### src/rtl/sll_pkg.sv
// Shared types for the singly-linked-list arbiter: list op codes, FSM states, NULL-address test.
package sll_pkg;

  typedef enum logic [1:0] {
    OP_READ         = 2'd0,
    OP_DELETE_VALUE = 2'd1,
    OP_PUSH_BACK    = 2'd2,
    OP_PUSH_FRONT   = 2'd3
  } op_e;

  typedef enum logic [1:0] {
    ST_IDLE = 2'd0,
    ST_BUSY = 2'd1,
    ST_RESP = 2'd2
  } state_e;

  // True when the low `width` bits of addr are all ones (the list's NULL pointer).
  function automatic logic is_null_addr(input logic [31:0] addr, input int unsigned width);
    logic res;
    res = 1'b1;
    for (int i = 0; i < 32; i++) begin
      if (i < int'(width) && !addr[i]) res = 1'b0;
    end
    return res;
  endfunction

endpackage

### src/rtl/rr_arbiter.sv
// Combinational round-robin pick: first asserted request at or after ptr_i, wrapping.
module rr_arbiter #(
  parameter int N  = 4,
  parameter int IW = $clog2(N)
) (
  input  logic [N-1:0]  req_i,
  input  logic [IW-1:0] ptr_i,
  output logic [N-1:0]  gnt_o,
  output logic [IW-1:0] idx_o,
  output logic          vld_o
);

  always_comb begin
    gnt_o = '0;
    idx_o = '0;
    vld_o = 1'b0;
    for (int k = 0; k < N; k++) begin
      if (!vld_o && req_i[(int'(ptr_i) + k) % N]) begin
        gnt_o[(int'(ptr_i) + k) % N] = 1'b1;
        idx_o = IW'((int'(ptr_i) + k) % N);
        vld_o = 1'b1;
      end
    end
  end

endmodule

### src/rtl/sll_arbiter.sv
// Round-robin front end sharing one singly-linked list between NUM_REQ requesters.
// Define SLL_ARB_PRECHECK_EN to reject ops the list status says must fail, without issuing them.
module sll_arbiter
  import sll_pkg::*;
#(
  parameter int NUM_REQ    = 4,
  parameter int DATA_WIDTH = 8,
  parameter int MAX_NODE   = 8,
  parameter int ADDR_WIDTH = $clog2(MAX_NODE + 1),
  parameter int TIMEOUT    = 64
) (
  input  logic                          clk,
  input  logic                          rst,
  input  logic [NUM_REQ-1:0]            req_valid,
  output logic [NUM_REQ-1:0]            req_ready,
  input  logic [2*NUM_REQ-1:0]          req_op,
  input  logic [DATA_WIDTH*NUM_REQ-1:0] req_data,
  input  logic [ADDR_WIDTH*NUM_REQ-1:0] req_addr,
  output logic [NUM_REQ-1:0]            rsp_valid,
  output logic [DATA_WIDTH-1:0]         rsp_data,
  output logic [ADDR_WIDTH-1:0]         rsp_next_addr,
  output logic                          rsp_fault,
  output logic                          busy,
  output logic [$clog2(NUM_REQ)-1:0]    grant_id,
  output logic [DATA_WIDTH-1:0]         ll_data_in,
  output logic [ADDR_WIDTH-1:0]         ll_addr_in,
  output logic [1:0]                    ll_op,
  output logic                          ll_op_start,
  input  logic [DATA_WIDTH-1:0]         ll_data_out,
  input  logic [ADDR_WIDTH-1:0]         ll_next_node_addr,
  input  logic                          ll_op_done,
  input  logic                          ll_full,
  input  logic                          ll_empty,
  input  logic                          ll_fault
);

  localparam int GW = $clog2(NUM_REQ);
  localparam int TW = $clog2(TIMEOUT + 1);

  state_e                  state_q, state_d;
  logic [GW-1:0]           rr_q, rr_d, gid_q, gid_d;
  op_e                     op_q, op_d;
  logic [DATA_WIDTH-1:0]   data_q, data_d, rsp_data_q, rsp_data_d;
  logic [ADDR_WIDTH-1:0]   addr_q, addr_d, rsp_next_q, rsp_next_d;
  logic [TW-1:0]           timer_q, timer_d;
  logic                    fault_q, fault_d;

  logic [NUM_REQ-1:0]      gnt;
  logic [GW-1:0]           gnt_idx;
  logic                    gnt_vld;
  op_e                     sel_op;
  logic [DATA_WIDTH-1:0]   sel_data;
  logic [ADDR_WIDTH-1:0]   sel_addr;
  logic                    reject;
  logic [NUM_REQ-1:0]      ready_raw;

  rr_arbiter #(.N(NUM_REQ), .IW(GW)) u_rr (
    .req_i (req_valid),
    .ptr_i (rr_q),
    .gnt_o (gnt),
    .idx_o (gnt_idx),
    .vld_o (gnt_vld)
  );

  assign sel_op   = op_e'(req_op[int'(gnt_idx)*2 +: 2]);
  assign sel_data = req_data[int'(gnt_idx)*DATA_WIDTH +: DATA_WIDTH];
  assign sel_addr = req_addr[int'(gnt_idx)*ADDR_WIDTH +: ADDR_WIDTH];

`ifdef SLL_ARB_PRECHECK_EN
  always_comb begin
    reject = 1'b0;
    if ((sel_op == OP_PUSH_BACK || sel_op == OP_PUSH_FRONT) && ll_full) reject = 1'b1;
    if ((sel_op == OP_READ || sel_op == OP_DELETE_VALUE) && ll_empty) reject = 1'b1;
    if (sel_op == OP_READ && is_null_addr(32'(sel_addr), ADDR_WIDTH)) reject = 1'b1;
  end
`else
  logic unused_status;
  assign unused_status = ll_full ^ ll_empty;
  assign reject = 1'b0;
`endif

  always_comb begin
    state_d     = state_q;
    rr_d        = rr_q;
    gid_d       = gid_q;
    op_d        = op_q;
    data_d      = data_q;
    addr_d      = addr_q;
    timer_d     = timer_q;
    rsp_data_d  = rsp_data_q;
    rsp_next_d  = rsp_next_q;
    fault_d     = fault_q;
    ready_raw   = '0;
    rsp_valid   = '0;
    ll_op_start = 1'b0;
    case (state_q)
      ST_IDLE: begin
        if (gnt_vld) begin
          ready_raw = gnt;
          gid_d     = gnt_idx;
          op_d      = sel_op;
          data_d    = sel_data;
          addr_d    = sel_addr;
          timer_d   = '0;
          rr_d      = (int'(gnt_idx) == NUM_REQ - 1) ? '0 : gnt_idx + 1'b1;
          fault_d   = reject;
          state_d   = reject ? ST_RESP : ST_BUSY;
        end
      end
      ST_BUSY: begin
        ll_op_start = 1'b1;
        if (ll_op_done) begin
          rsp_data_d = ll_data_out;
          rsp_next_d = ll_next_node_addr;
          fault_d    = ll_fault;
          state_d    = ST_RESP;
        end else if (timer_q == TW'(TIMEOUT - 1)) begin
          fault_d = 1'b1;
          state_d = ST_RESP;
        end else begin
          timer_d = timer_q + 1'b1;
        end
      end
      ST_RESP: begin
        rsp_valid[gid_q] = 1'b1;
        state_d          = ST_IDLE;
      end
      default: state_d = ST_IDLE;
    endcase
  end

  // Reset state is IDLE, so the grant must also be masked while reset is held.
  assign req_ready     = ready_raw & {NUM_REQ{rst}};
  assign busy          = (state_q != ST_IDLE);
  assign grant_id      = gid_q;
  assign ll_op         = op_q;
  assign ll_data_in    = data_q;
  assign ll_addr_in    = addr_q;
  assign rsp_data      = rsp_data_q;
  assign rsp_next_addr = rsp_next_q;
  assign rsp_fault     = fault_q;

  always_ff @(posedge clk or negedge rst) begin
    if (!rst) begin
      state_q    <= ST_IDLE;
      rr_q       <= '0;
      gid_q      <= '0;
      op_q       <= OP_READ;
      data_q     <= '0;
      addr_q     <= '0;
      timer_q    <= '0;
      rsp_data_q <= '0;
      rsp_next_q <= '0;
      fault_q    <= 1'b0;
    end else begin
      state_q    <= state_d;
      rr_q       <= rr_d;
      gid_q      <= gid_d;
      op_q       <= op_d;
      data_q     <= data_d;
      addr_q     <= addr_d;
      timer_q    <= timer_d;
      rsp_data_q <= rsp_data_d;
      rsp_next_q <= rsp_next_d;
      fault_q    <= fault_d;
    end
  end

endmodule

### config.mk
export PLATFORM = sky130hd
export DESIGN_NAME = sll_arbiter
export DESIGN_NICKNAME = d
export VERILOG_FILES = /design/src/rtl/sll_pkg.sv /design/src/rtl/rr_arbiter.sv /design/src/rtl/sll_arbiter.sv
export SDC_FILE = /design/constraint.sdc
export NUM_CORES = 1
export LEC_CHECK = 0
export BUFFER_PORTS_ARGS = -buffer_cell sky130_fd_sc_hd__buf_2
export CAP_MARGIN = 20
export CORE_MARGIN = 4
export CORE_UTILIZATION = 50
export CTS_BUF_LIST = sky130_fd_sc_hd__clkbuf_8 sky130_fd_sc_hd__clkbuf_16
export DETAILED_ROUTE_END_ITERATION = 10
export GPL_TIMING_DRIVEN = 0
export HOLD_SLACK_MARGIN = 0.03
export PLACE_DENSITY_LB_ADDON = 0.1
export SETUP_SLACK_MARGIN = 0.02
export SLEW_MARGIN = 20
export SYNTH_ARGS = -nofsm -noshare
export SYNTH_HDL_FRONTEND = slang
export SYNTH_SLANG_ARGS = --single-unit
export TNS_END_PERCENT = 30
### constraint.sdc
create_clock -name clk -period 4.4 [get_ports clk]
set_input_delay 0.88 -clock clk [delete_from_list [all_inputs] [get_ports clk]]
set_output_delay 0.88 -clock clk [all_outputs]
set_load 0.05 [all_outputs]
After elaboration in Yosys (flattened, before gate mapping). Cells that the tools add are included.

Bits in registers: 40. Logic and storage cells: 115. Input bits: 78. Bits in writable memories: 0. Bits in latches: 0. Bits in read-only memories: 0. Memories: 0. Output and inout bits: 39.

Mux-type cells: 50. Multipliers: 0. Shifts and indexed selects: 3. Add/subtract/negate cells: 5. Reductions and logical operators: 22. Bitwise logic cells: 7. Divide/modulo/power cells: 0. Eq/ne operators: 8. Magnitude comparators: 10.

Operators with widths (number): 32-bit by 6-bit indexed part select with 8-bit output (1); 4-bit two-way mux (7); 7-bit two-way mux (3); 1-bit two-way mux (20); 2-bit two-way mux (8); 16-bit by 5-bit indexed part select with 4-bit output (1); 7-bit one-hot mux with 2 select lines (1); 3-bit by 4-bit less-than comparator with 1-bit output, second input constant (3); 4-bit bitwise OR (3); 1-bit demux with 2-bit select (5); 3-bit by 1-bit >= comparator with 1-bit output, second input constant (3); 1-bit binary-select mux with 2-bit select (4); 1-bit logical AND (8); 8-bit by 4-bit indexed part select with 2-bit output (1); 7-bit by 1-bit adder with 7-bit output, second input constant (1); 7-bit by 6-bit == test with 1-bit output, second input constant (1); 2-bit by 3-bit less-than comparator with 1-bit output, second input constant (2); 2-bit inequality test, second input constant (3); 2-bit AND reduction (3); 2-bit OR reduction (3); 2-bit by 1-bit adder with 2-bit output, second input constant (2); 2-bit adder, second input constant (2); 4-bit AND (1); 2-bit by 1-bit == test with 1-bit output, second input constant (2); 11 further kinds (17).

Logic depth before layout (Yosys ltp). Gate-level depths: netlist (run 1).

Word-level depth: 17. Mapped depth: 14. Gate-level depth less buffers: 8.

Hierarchy. Synthesis (run 1) repeated with hierarchy kept, for this count alone.

Cells, all modules: 228. Area, all modules: 2581.2 µm².

Modules (own cells, without submodules): sll_arbiter (cells each 183, seq. area each 1001.0 µm², area an instance 2162.1 µm², times used 1); rr_arbiter (cells each 45, seq. area each 0.0 µm², area an instance 419.2 µm², times used 1).

Worst setup path before layout (run 1). No wires, ideal clock.

Path type: register -> output. Start point: register rr_q[0]. End point: output port req_ready[0]. Path buffers: 5. Arrival: 3.301 ns. Data required time: 3.520 ns. Slack: 0.219 ns. Stages on the path, launching flop included: 14. Path through: dfrtp_1 > buf_2 > inv_1 > clkbuf_1 > ha_1 > clkbuf_1 > mux4_2 > nor2b_1 > buf_6 > clkbuf_1 > a22oi_1 > nor2_1 > a221oi_1 > nor2_1.

Longest elaborated chain between the ends: 16. Elaborated cells between the ends (all ways): 60. Classes of those cells: add/sub (3); order compare (8); mux (29); bitwise (7); reduce/logical (13).

RTL lines: start, declared (RTL line sll_arbiter.sv:41) `logic [GW-1:0] rr_q, rr_d, gid_q, gid_d;`; start signal, assigned (RTL line sll_arbiter.sv:157) `rr_q <= rr_d;`; 2-bit by 1-bit adder with 2-bit output (RTL line rr_arbiter.sv:18, rr_arbiter.sv:19); 2-bit OR reduction (no source line); 1-bit AND (no source line); 3-bit by 4-bit less-than comparator with 1-bit output (implied by the code) or 3-bit by 1-bit >= comparator with 1-bit output (tied branches) (RTL line rr_arbiter.sv:19) `gnt_o[(int'(ptr_i) + k) % N] = 1'b1;`; 1-bit logical AND (implied by the code) (RTL line rr_arbiter.sv:19); 1-bit two-way mux (implied by the code) (RTL line rr_arbiter.sv:19); 1-bit demux with 2-bit select; 4-bit bitwise OR (no source line); 4-bit two-way mux (RTL line rr_arbiter.sv:18) `if (!vld_o && req_i[(int'(ptr_i) + k) % N]) begin`; 4-bit bitwise OR (no source line); 4-bit two-way mux (RTL line rr_arbiter.sv:18); 4-bit bitwise OR (no source line); 4-bit two-way mux (RTL line rr_arbiter.sv:18); 4-bit two-way mux * (RTL line sll_arbiter.sv:98) `if (gnt_vld) begin`; 4-bit two-way mux * (RTL line sll_arbiter.sv:96) `case (state_q)`; 4-bit AND * (RTL line sll_arbiter.sv:133) `assign req_ready = ready_raw & {NUM_REQ{rst}};`; end, declared (RTL line sll_arbiter.sv:15) `output logic [NUM_REQ-1:0] req_ready,`.

Every way passes the cells marked *; elsewhere a longest branch is shown, timed or not. The select of a mux whose other input is x is not followed.

Worst setup path after layout (run 1).
Start point: register rr_q[1]. End point: output port req_ready[2].

Same word-level chain as after synthesis.

==> reports/results.tsv, run 1 <==
metric	value	unit
area_delta_synth_final	25.5	%
grt_pass1_wl	13800	um
grt_pass1_vias	3000	
fp-row-count	28	
synthXorXnorAreaFrac	1.16	%
track_usage	23.2	%
async_flop_share	100	%
initial_core_util	51.4	%
synth_compound_area_share	26.9	%
yosys_warnings	0	
drtIter0Drc	187	
port_buffers	113	
reg2reg_to	ll_op[0]	
antenna_found_initial	0	
post-route-util	64.5	%
synth_top_family_by_area	compound AO/OA/AOI/OAI gates	
coreArea	0.00589	sq mm
start_kind	flop	
required	3.52	ns
syn_area_per_cell	9.55	sq um
power_density	913	mW/mm^2
hp-class	flop to flop	
drt_pass1_iterations	4	
final_cell_count_no_fill	511	
fin_crit_sh	93.7	%
clkTransAtPathRegs	0.09	ns
maxCapViolations	0	
htreeDepth	2	
setup_viol	0	
grt_remaining_overflow	0	
yosysSeqAreaShare	33.1	%
rr_worst_depth	9	
synth-edff-count	0	
worstPathArrival	3.24	ns
io_pins	117	
met1_length	3630	um
muxShareOfSynthArea	9.76	%
mostFrequentLayoutCells	buf_2 (122), dfrtp_1 (40), nor2_1 (27)	
syn_inst	317	
worst_path_most_repeated_cell	nor2_1	
status	finished, final reports clean	
ctsHoldBuffers	0	
crit_start	rr_q[1]	
fillerInstances	536	
fin_nets	522	
die_w	85.8	um
cts_sinks	40	
ir_worst_vdd	0.617	mV
hold_end	ll_op[1]	
final-hold-violation-count	0	
vias	2876	
finalCriticalPeriod	4.12	ns
hpwlAfterDp	6450	um
slowest_stage	dfrtp_1	
drive_gt1_share	43.8	%
fp.dieArea	0.00736	sq mm
ys_ff_latch	40	
synth_area_leaders	dfrtp_1 (33%), mux2_2 (5.2%), a211oi_2 (3.7%)	
max_freq	243	MHz
r2r_slack	0.83	ns
post-route-drc-count	0	
critPathCaptureType	output pin	
yosysTopAreaCellShare	33.1	%
path_class	flop to output pin	
tightest_slew	0.939	ns
wire_per_inst	16.3	um
root_buffer	clkbuf_8	
die_y	85.8	um
crit_path_cell_trace	clkbuf_1, inv_1, ha_2, mux4_2, nor2b_1, buf_6, a22oi_1, nor2_1, a221oi_1, nor2_1, buf_2	
rsz0062_at_grt	no	
synth-simple-area-share	18.7	%
gp_congestion	0.875	
path_max_fanout	17	
cts_tree	done	
avgViaCountPerCell	5.63	
synth_fa_ha_area_share	3.72	%
p_leak	1.71	nW
diodes	0	
worstHoldPathCells	2	
dp.cells	505	
routed_wl	8350	um
clk_latency	0.29	ns
syn_nets	404	
relSlewSlack	37.4	%
synth.distinct_cells	55	
numCtsBuffers	5	
dominantRegCellSynth	dfrtp_1	
clockBufferDepth	2	
routed.top_layer	met4	
cts_setup_buffers	0	
grt_max_degree	42	
syn_area	0.00303	sq mm
r2r-start	rr_q[1]	
min-delay-start	ll_op[1]	
ant_nets	0	
final_common_cell	buf_2	
synth.largest_area_cell	dfrtp_1	
dr_wl_met3	681	um
skew	0.00287	ns
critPathMaxStageDelay	0.53	ns
finalMaxSlewViolations	0	
routed-wl-met2	3970	um
## area by class of cell
type | instances | area [sq um] | area share [%]
multi-input cells | 238 | 1830 | 48.1
flip-flops and latches | 40 | 1000 | 26.4
repair buffers | 113 | 566 | 14.9
plain buffers | 28 | 161 | 4.25
well taps | 75 | 93.8 | 2.47
clock buffers | 5 | 68.8 | 1.81
clock inverters | 3 | 46.3 | 1.22
inverters | 9 | 33.8 | 0.890
## sequential cells by signal (all words and copies together), names as in the netlist
register       count
grant_id           2
ll_addr_in         4
ll_data_in         8
ll_op              2
rr_q               2
rsp_data           8
rsp_fault          1
rsp_next_addr      4
state_q            2
timer_q            7
## report_power, final
part / internal [W] / total, W / switching [W]
logic: 0.000862 / 0.00251 / 0.00165
registers: 0.000536 / 0.000646 / 0.000110
clock network: 0.000171 / 0.000313 / 0.000142
## per-layer routing
layer  track usage, %  vias up
li1                 -     1426
met4             5.76        0
met3             5.38        6
met5                0        -
met1             30.1     1329
met2             39.3      115
## logic make-up after synthesis
logic type / count (synthesis)
muxes: 24
DFF: 40
xor gates and xnor gates: 4
adders and majority gates: 9
buffers and inverters: 39
AOI/OAI and AO/OA: 98
and+or+nand+nor: 103
## worst max-delay path: cells and delay by family (launching register included)
family                     cells  cell delay (ns)
AOI/OAI and AO/OA              2             0.14
adders and majority gates      1             0.45
buffers and inverters          4             1.02
DFF                            1             0.53
muxes                          1             0.41
and+or+nand+nor                3             0.39
## Yosys cell counts (5+ instances only)
cell type,instances
a211oi_2,9
a21boi_2,9
a21oi_1,11
a22oi_1,5
and3_4,5
buf_2,8
buf_6,6
clkbuf_1,16
dfrtp_1,40
ha_1,9
inv_1,9
mux2_2,14
mux2i_1,7
nand2_1,21
nand4_1,6
nor2_1,27
nor3_1,11
nor4_1,10
o21ai_0,9
o21ai_1,8
o21ai_2,5
o31a_1,9
## worst max path at each step
stage / endpoint / slack [ns] / cells after the start
final: req_ready[2] / 0.28 / 11
after global routing: req_ready[0] / 0.07 / 11
after CTS: req_ready[2] / 0.07 / 13
after detailed placement: req_ready[2] / -0.08 / 14
after global placement: req_ready[2] / 0.01 / 14
after floorplan: req_ready[0] / 0.22 / 13
## repair_timing
action | in CTS | in global routing
cloned | 0 | 0
endpoints found under the hold margin | 0 | 0
resized for setup | 1 | 2
endpoints found under the setup margin | 4 | 4
## metrics by stage
stage	hold WS, ns	area, sq um	power (W)	setup TNS, ns	setup slack, ns
detailed placement	0.473	3690	0.00316	-0.277	-0.0848
floorplan	0.486	3030	0.00260	0	0.219
CTS	0.493	3800	0.00348	0	0.0687
global route	0.519	3800	0.00371	0	0.0705
finish	0.489	3800	0.00347	0	0.277
global placement	0.466	3690	0.00310	0	0.0140
(Power assumes the default switching activity.)
==> run 2: changes to the inputs <==
--- a/config.mk
+++ b/config.mk
@@ -7,8 +7,10 @@
 export LEC_CHECK = 0
 export BUFFER_PORTS_ARGS = -buffer_cell sky130_fd_sc_hd__buf_2
 export CAP_MARGIN = 20
+export CELL_PAD_IN_SITES_DETAIL_PLACEMENT = 0
+export CELL_PAD_IN_SITES_GLOBAL_PLACEMENT = 2
 export CORE_MARGIN = 4
-export CORE_UTILIZATION = 50
+export CORE_UTILIZATION = 29
 export CTS_BUF_LIST = sky130_fd_sc_hd__clkbuf_8 sky130_fd_sc_hd__clkbuf_16
 export DETAILED_ROUTE_END_ITERATION = 10
 export GPL_TIMING_DRIVEN = 0
==> run 2 against run 1 <==
  * Die area up 65%
  * Flip-flop and latch count did not move
  * Clock skew up 0.0073 ns
  * Sequential share of layout area decreased by 0.70 points
  * Cell count rose by 12%
  * Maximum frequency is essentially flat
  * Critical path depth up 1
  * Sequential power barely moved
  * Global-route usage decreased by 7.2 points
  * Largest cell class unchanged
==> reports/results.tsv, run 2 (synthesis gave the netlist of run 1 again) <==
metric	value	unit
clkPwrFrac	10.2	%
grt_use_met2	26.5	%
drive_gt1_share	43.9	%
seqPwrFrac	18.1	%
vias	2829	
coreArea	0.0102	sq mm
initial_core_util	29.6	%
die_w	110	um
area_delta_synth_final	28.9	%
wire_per_inst	17.2	um
ir_worst_vdd	0.286	mV
avgViaCountPerCell	4.95	
switchingPower	0.00194	W
port_buffers	113	
power_density	916	mW/mm^2
fp.dieArea	0.0121	sq mm
track_usage	16.1	%
die_y	110	um
status	finished, final reports clean	
fillerInstances	1098	
critPathCaptureType	output pin	
post-route-drc-count	0	
clockBufferDepth	2	
finalMaxSlewViolations	0	
setup_tns	0	ns
required	3.52	ns
max_freq	243	MHz
top_usage_layer	met2	
fp-row-count	37	
fin_area	0.00390	sq mm
path_class	flop to output pin	
clkTransAtPathRegs	0.08	ns
tightest_slew	0.924	ns
final_common_cell	buf_2	
p_int	0.00163	W
maxCapViolations	0	
htreeDepth	2	
mostFrequentLayoutCells	buf_2 (120), dfrtp_1 (40), nor2_1 (27)	
antenna_found_initial	0	
placed_area	0.00376	sq mm
diodes	0	
start_kind	flop	
p_comb_share	71.6	%
drtIter0Drc	101	
grt_max_degree	42	
fin_crit_sh	93.6	%
grt_remaining_overflow	0	
met3_usage	2.85	%
grt_use_met1	22.5	%
worstPathArrival	3.24	ns
grt_pass1_vias	2921	
hp-class	flop to flop	
clk_latency	0.29	ns
relSlewSlack	38.1	%
root_buffer	clkbuf_8	
final-hold-violation-count	0	
cts_setup_buffers	0	
hpwlAfterDp	7340	um
ant_nets	0	
skew	0.0102	ns
setup_viol	0	
cts_tree	done	
path_max_fanout	17	
numCtsBuffers	5	
netSwitchingFraction	54.3	%
rsz0062_at_grt	no	
drt_pass1_iterations	4	
finalCriticalPeriod	4.12	ns
io_pins	117	
p_leak	1.73	nW
cts_sinks	40	
grt_pass1_wl	15100	um
gp_congestion	0.782	
fin_nets	522	
routed_wl	9820	um
run 2: layout make-up:
cell class | instances | area, sq um | area share, %
repair buffers | 113 | 568 | 14.6
clock buffers | 5 | 68.8 | 1.76
plain buffers | 28 | 163 | 4.17
well taps | 136 | 170 | 4.36
flip-flops and latches | 40 | 1000 | 25.7
inverters | 9 | 33.8 | 0.866
clock inverters | 2 | 60.1 | 1.54
multi-input cells | 238 | 1840 | 47.1
run 2: power by group through the flow:
stage | clock (W) | sequential (W) | combinational, W
floorplan | 0 | 0.00111 | 0.00149
global placement | 0 | 0.000651 | 0.00256
detailed placement | 0 | 0.000657 | 0.00256
CTS | 0.000375 | 0.000650 | 0.00256
global route | 0.000390 | 0.000671 | 0.00278
finish | 0.000366 | 0.000647 | 0.00256
run 2: worst paths after layout:
| path | cells after the start | end | slack [ns] | startpoint |
|---|---|---|---|---|
| max | 12 | req_ready[1] | 0.28 | rr_q[0] |
| min | 2 | ll_data_in[2] | 0.49 | ll_data_in[2] |
| max reg2reg | 10 | ll_op[0] | 0.72 | rr_q[0] |
| min reg2reg | 2 | ll_data_in[2] | 0.49 | ll_data_in[2] |
| max in group asynchronous | 1 | grant_id[1] | 3.42 | rst |
| min in group asynchronous | 1 | ll_data_in[3] | 0.58 | rst |
run 2: critical path, stage by stage, from the launching register on:
cell and delay, ns:
dfrtp_1 0.43, buf_2 0.26, inv_1 0.15, clkbuf_2 0.31
ha_4 0.41, mux4_2 0.39, nor2b_1 0.19, buf_6 0.19
a22oi_1 0.08, nor2_1 0.09, a221oi_1 0.05, nor2_1 0.11
buf_2 0.27
run 2: layer usage:
metal	vias up	wire, um	share of wire (%)
met3	2	536	5.5
met2	87	4490	46
li1	1424	-	-
met1	1316	4750	48
met4	0	43	0.44
met5	-	0	0
run 2: repair_timing:
action | 4_1_cts | 5_1_grt
hold buffers | 0 | 0
gates resized for setup | 1 | 4
endpoints found under the setup margin | 4 | 4
run 2: through the flow:
step                power (W)  setup slack, ns  std cells  util [%]  hold slack, ns
finish                0.00357            0.280        571      38.1           0.488
global route          0.00384           0.0311        571      38.1           0.507
global placement      0.00321           -0.201        566      36.8           0.467
floorplan             0.00260            0.219        317         -           0.486
detailed placement    0.00322           -0.217        566      36.8           0.474
CTS                   0.00359            0.123        571      38.0           0.493
